[src/rtl/gps_iq_collector.sv]
// Serial-side reader for the GPS correlator IQ shift registers: round-robin grant at code epoch,
// MSB-first deserialization, tagged words into a FWFT FIFO. GPS_IQ_E1B_EN selects 12 words/frame, else 6.
module gps_iq_collector #(
  parameter int NCHAN      = 12,
  parameter int INTEG_BITS = 18,
  parameter int FIFO_DEPTH = 16
) (
  input  logic                            clk,
  input  logic                            rst_n,
  input  logic [NCHAN-1:0]                chan_epoch,
  input  logic [NCHAN-1:0]                chan_sout,
  output logic [NCHAN-1:0]                chan_shift,
  input  logic                            rd_en,
  output logic                            rd_valid,
  output logic [8+INTEG_BITS-1:0]         rd_data,
  output logic [$clog2(FIFO_DEPTH):0]     fifo_count,
  output logic [NCHAN-1:0]                ovr,
  input  logic                            ovr_clr,
  output logic                            busy
);

`ifdef GPS_IQ_E1B_EN
  localparam int NWORDS = 12;
`else
  localparam int NWORDS = 6;
`endif
  localparam int AW = $clog2(FIFO_DEPTH);
  localparam int CW = AW + 1;
  localparam int BW = $clog2(INTEG_BITS);
  localparam int DW = 8 + INTEG_BITS;

  // state | meaning
  // IDLE  | waiting for a pending channel; grants round-robin after the last one served
  // SHIFT | streaming the selected channel's frame into the FIFO
  typedef enum logic {ST_IDLE, ST_SHIFT} state_t;

  state_t                r_state, w_state_nxt;
  logic [3:0]            r_sel, r_last, r_widx, w_gnt_idx;
  logic [BW-1:0]         r_bitcnt;
  logic [INTEG_BITS-1:0] r_sreg, w_word;
  logic [NCHAN-1:0]      r_pending, r_ovr, r_chan_shift, w_shift_nxt;
  logic [NCHAN-1:0]      w_sel_oh, w_gnt_oh, w_ovr_set;
  logic [DW-1:0]         r_mem [FIFO_DEPTH];
  logic [AW-1:0]         r_wptr, r_rptr;
  logic [CW-1:0]         r_count, w_count_nxt;
  logic                  w_gnt_valid, w_grant, w_sout, w_shifting, w_abort;
  logic                  w_last_bit, w_push, w_pop, w_frame_done, w_room;

  always_comb begin
    w_gnt_valid = 1'b0;
    w_gnt_idx   = '0;
    for (int k = 1; k <= NCHAN; k++) begin
      if (!w_gnt_valid && r_pending[(int'(r_last) + k) % NCHAN]) begin
        w_gnt_valid = 1'b1;
        w_gnt_idx   = 4'((int'(r_last) + k) % NCHAN);
      end
    end
  end

  assign w_sout       = chan_sout[r_sel];
  assign w_sel_oh     = NCHAN'(1) << r_sel;
  assign w_gnt_oh     = NCHAN'(1) << w_gnt_idx;
  assign w_shifting   = |r_chan_shift;
  // A reload on the active channel wins over the shift it sees in the same cycle
  assign w_abort      = (r_state == ST_SHIFT) && chan_epoch[r_sel];
  assign w_last_bit   = (r_bitcnt == BW'(INTEG_BITS - 1));
  assign w_word       = {r_sreg[INTEG_BITS-2:0], w_sout};
  assign w_push       = w_shifting && w_last_bit && !w_abort;
  assign w_pop        = rd_en && (r_count != '0);
  assign w_frame_done = w_push && (r_widx == 4'(NWORDS - 1));
  assign w_count_nxt  = r_count + CW'(w_push) - CW'(w_pop);
  assign w_room       = (w_count_nxt != CW'(FIFO_DEPTH));
  assign w_ovr_set    = (chan_epoch & r_pending) | (w_abort ? w_sel_oh : '0);

  // chan_shift is a flop, so the stall decision looks at next-cycle occupancy
  always_comb begin
    w_state_nxt = r_state;
    w_grant     = 1'b0;
    w_shift_nxt = '0;
    case (r_state)
      ST_IDLE: begin
        if (w_gnt_valid) begin
          w_state_nxt = ST_SHIFT;
          w_grant     = 1'b1;
          if (w_room) w_shift_nxt = w_gnt_oh;
        end
      end
      ST_SHIFT: begin
        if (w_abort || w_frame_done) w_state_nxt = ST_IDLE;
        else if (w_room)             w_shift_nxt = w_sel_oh;
      end
      default: w_state_nxt = ST_IDLE;
    endcase
  end

  always_ff @(posedge clk or negedge rst_n) begin
    if (!rst_n) begin
      r_state      <= ST_IDLE;
      r_sel        <= '0;
      r_last       <= 4'(NCHAN - 1);
      r_widx       <= '0;
      r_bitcnt     <= '0;
      r_sreg       <= '0;
      r_pending    <= '0;
      r_ovr        <= '0;
      r_chan_shift <= '0;
      r_wptr       <= '0;
      r_rptr       <= '0;
      r_count      <= '0;
    end else begin
      r_state      <= w_state_nxt;
      r_chan_shift <= w_shift_nxt;
      r_pending    <= (r_pending & ~(w_grant ? w_gnt_oh : '0)) | chan_epoch;
      r_ovr        <= (ovr_clr ? '0 : r_ovr) | w_ovr_set;
      r_count      <= w_count_nxt;
      if (w_grant) begin
        r_sel    <= w_gnt_idx;
        r_last   <= w_gnt_idx;
        r_bitcnt <= '0;
        r_widx   <= '0;
      end else if (w_shifting && !w_abort) begin
        r_sreg   <= w_word;
        r_bitcnt <= w_last_bit ? '0 : r_bitcnt + BW'(1);
        if (w_last_bit) r_widx <= r_widx + 4'd1;
      end
      if (w_push) r_wptr <= r_wptr + AW'(1);
      if (w_pop)  r_rptr <= r_rptr + AW'(1);
    end
  end

  always_ff @(posedge clk) begin
    if (w_push) r_mem[r_wptr] <= {r_sel, r_widx, w_word};
  end

  assign chan_shift = r_chan_shift;
  assign rd_valid   = (r_count != '0);
  assign rd_data    = rd_valid ? r_mem[r_rptr] : '0;
  assign fifo_count = r_count;
  assign ovr        = r_ovr;
  assign busy       = (r_state == ST_SHIFT);

endmodule

[config.mk]
export PLATFORM = sky130hd
export DESIGN_NAME = gps_iq_collector
export DESIGN_NICKNAME = d
export VERILOG_FILES = /design/src/rtl/gps_iq_collector.sv
export SDC_FILE = /design/constraint.sdc
export NUM_CORES = 1
export LEC_CHECK = 0
export ABC_CLOCK_PERIOD_IN_PS = 6900
export BUFFER_PORTS_ARGS = -buffer_cell sky130_fd_sc_hd__buf_2
export CAP_MARGIN = 10
export CORE_MARGIN = 2
export CORE_UTILIZATION = 55
export CTS_CLUSTER_DIAMETER = 60
export DETAILED_ROUTE_END_ITERATION = 8
export GPL_TIMING_DRIVEN = 0
export PLACE_DENSITY = 0.8
export SLEW_MARGIN = 20
export SYNTH_ARGS = -nofsm -noshare
export SYNTH_HDL_FRONTEND = slang
export SYNTH_SLANG_ARGS = --single-unit
[constraint.sdc]
create_clock -name clk -period 6.9 [get_ports clk]
set_clock_uncertainty 0.15 [all_clocks]
set_input_delay 0.69 -clock clk [delete_from_list [all_inputs] [get_ports clk]]
set_output_delay 0.69 -clock clk [all_outputs]
set_load 0.005 [all_outputs]
==> reports/results.tsv <==
stage	metric	value	unit
status	status	completed	
global_route	gr-total-overflow	0	
synthesis	ys_ff_latch	499	
route	routed-wl-met2	29000	µm
setup_path	rr_worst_depth	20	
cts	clock_latency	0.61	ns
synthesis	synthDistinctLibCells	108	
layout	diodes	0	
floorplanning	fp.dieW	208	µm
cts	cts_resized	0	
sta	finalHoldViolCount	0	
cts	htree_levels	2	
setup_path	rr_endpoint	r_pending[8]	
pwr	vdd_drop_max	0.000385	V
job	cap_violations	0	
synthesis	synth_edf_count	416	
place	io_buffer_count	84	
cts	cts_tree	yes	
global_route	antenna_found_initial	0	
hold_path	hold_path_startpoint	chan_epoch[7]	
pwr	p_leak	9.42	nW
place	dpl.hpwl	36500	µm
route	route.detailed.drc	0	
route	top_layer	met4	
setup_path	end_kind	register	
route	dr_total_vias	13500	
floorplanning	coreArea	40800	µm²
route	wl_met3	4320	µm
setup_path	crit_type	register to register	
sta	drv_slew	0	
place	finalWeightedCongestion	0.924	
cts	cts_buffers	50	
setup_path	cp.arrival	6.80	ns
layout	fin_util	0.639	
hold_path	hold_path_end	r_pending[7]	
sta	period_share	0.940	
route	dr.pass1.iters	5	
synthesis	syn_inst	1351	
hold_path	min_path_cells	3	
route	routedWlPerCell	27.3	µm
synthesis	ys_seq_area_frac	0.640	
sta	fmax	154	MHz
setup_path	ff2ff_setup_slack	0.41	ns
global_route	grt_first_pass_wirelength	86200	µm
layout	fillCellCount	2719	
route	drt-met1-wl	21700	µm
place	place_area	24300	µm²
sta	finalWorstPathRequiredPeriod	6.49	ns
floorplanning	die-area	43100	µm²
setup_path	cp-start-kind	register	
setup_path	worstReg2RegStart	r_last[1]	
layout	fin_area	26100	µm²
global_route	grt_pass1_vias	13800	
sta	finalSetupTns	0	ns
synthesis	yosysWarningCount	0	
global_route	grt_max_degree	50	
layout	final_cell_mix	edfxtp_1 (416), mux4_2 (147), buf_2 (89)	
layout	final_cells	2079	
sta	worst_pin_slew	1.13	ns
route	wl	56700	µm
cts	cts_root_buf	clkbuf_16	
sta	rsz0062_at_grt	false	
route	drt_iter0_drc	1322	
route	drtAntennaViolNets	0	
floorplanning	rows	74	
cts	cts_buffer_depth	3	
layout	drive_above_1_share	0.284	
synthesis	syn-mean-instance-area	16.9	µm²
global_route	track_usage	0.266	
synthesis	async_reset_ff_frac	0.166	
cts	clock_sinks	499	
layout	layout_commonest_cell	edfxtp_1	
synthesis	netlist_area	22800	µm²
floorplanning	initial_utilization	0.558	
layout	nNetsFinal	1579	
place	placed_cells	1984	
pwr	power-per-cell-area	515	nW/µm²
sta	slew-limit-headroom	0.245	
floorplanning	die_h	208	µm
setup_path	crit_required	7.22	ns
floorplanning	ioPinCount	85	
setup_path	path_max_fanout	10	
synthesis	ys.flop_type	edfxtp_1	
synthesis	synth_fp_nets	1425	
hold_path	min_path_type	input pin to register	
layout	area_delta_synth_final	14.5	%
cts	path_clk_slew	0.06	ns
sta	setup_viol	0	
route	viasPerCell	6.50	
==> state kept, by name, summed over array words and instances, names as in the netlist, 5 cells and up <==
name and flops:
ovr 12, fifo_count 5, chan_shift 12, r_mem 416, r_sreg 17, r_bitcnt 5
r_pending 12
==> cells in the mapped netlist, types with 4 or more instances <==
master,number,share of area
or2_2,9,0.0025
buf_2,5,0.0011
a32o_1,8,0.0035
edfxtp_1,416,0.55
nor4bb_1,4,0.0018
o22ai_1,9,0.0025
a21o_1,9,0.0030
dfrtp_1,80,0.088
nor2b_1,13,0.0036
nor3_2,4,0.0018
and3_1,11,0.0030
o31ai_1,6,0.0020
xnor2_1,13,0.0050
mux2_4,10,0.0066
nor2_1,57,0.0094
o21ai_0,20,0.0044
xor2_1,6,0.0023
mux4_2,147,0.15
o21a_1,7,0.0023
nor4_1,10,0.0027
nor3b_1,5,0.0016
nand4_1,11,0.0030
a22oi_1,10,0.0033
nand2_1,46,0.0076
a22o_1,6,0.0023
a211oi_1,7,0.0023
buf_6,6,0.0030
or3_1,4,0.0011
mux2_2,12,0.0059
mux2i_1,10,0.0044
clkbuf_1,31,0.0051
inv_1,53,0.0087
buf_1,15,0.0025
nand3_1,14,0.0031
o211ai_1,4,0.0013
a21oi_1,37,0.0081
and2_1,50,0.014
nor3_1,16,0.0035
a31oi_1,7,0.0019
ha_1,45,0.025
nand2b_1,11,0.0030
==> where the power goes <==
part	leakage (nW)	total [mW]	internal, mW	switching, mW
Combinational	3.66	6.50	2.69	3.81
Clock	0.837	2.82	1.62	1.20
Sequential	4.92	4.10	3.72	0.384
Total	9.42	13.4	8.03	5.40
==> worst max path at each step <==
stage                   start            end  slack [ns]  depth (start not counted)
floorplan           r_last[1]     r_sreg[10]        1.87                         21
global placement    r_last[1]   r_pending[8]        0.53                         19
detailed placement  r_last[1]  chan_shift[3]        0.58                         19
CTS                 r_last[1]   r_pending[8]        0.50                         19
global route        r_last[1]   r_pending[8]        0.05                         20
finish              r_last[1]   r_pending[8]        0.41                         20
==> kinds of logic (layout without fill, tap and decap cells) <==
family	count (synthesis)	in the layout	share of synthesized area
AOI/OAI and AO/OA	199	199	0.0675
muxes	180	180	0.163
and+or+nand+nor	290	290	0.0715
xor gates and xnor gates	23	23	0.0109
adders and majority gates	46	46	0.0256
buffers and inverters	114	310	0.0216
DFF	499	499	0.640
==> worst max-delay path: stages, from the launching register on <==
cell and delay [ns]:
dfstp_2 0.67, buf_2 0.29, clkbuf_1 0.49, inv_1 0.34, ha_1 0.35, a21oi_2 0.22
xnor2_1 0.25, inv_1 0.11, ha_1 0.28, nand2b_1 0.14, nor4_1 0.07, o31ai_1 0.45
nand2_1 0.09, and3_1 0.17, buf_1 0.19, nor4b_2 0.71, nand3_1 0.16, o211ai_1 0.48
buf_2 0.33, nand4_1 0.16, a21o_1 0.22
==> cell type report <==
class                      count  area (µm²)  share of cell area
buffer                        60         299              0.0115
clock buffer                  66        1370              0.0526
clock inverter                28         362              0.0139
inverter                      54         205             0.00787
multi-input combinational    738        7750               0.297
sequential                   499       14600               0.559
tap                          532         666              0.0255
timing repair buffer         102         856              0.0328
==> per-stage QoR <==
step	power [mW]	setup WS [ns]	hold slack, ns
after floorplan	8.67	1.87	0.244
after global placement	10.4	0.529	0.347
after detailed placement	10.5	0.576	0.339
after CTS	13.4	0.497	0.145
after global routing	14.1	0.0490	0.204
final	13.4	0.412	0.178
==> routing by layer <==
| layer | GRT usage | up-vias |
|---|---|---|
| met4 | 0.0906 | 0 |
| met2 | 0.457 | 681 |
| met1 | 0.350 | 6960 |
| met5 | 0 | - |
| li1 | - | 5762 |
| met3 | 0.0415 | 115 |
==> repair_timing <==
item,in CTS,in global routing
hold endpoints to repair,32,0
hold buffers,1,0
setup buffers,0,0
Power figures use the tool's default switching activity.
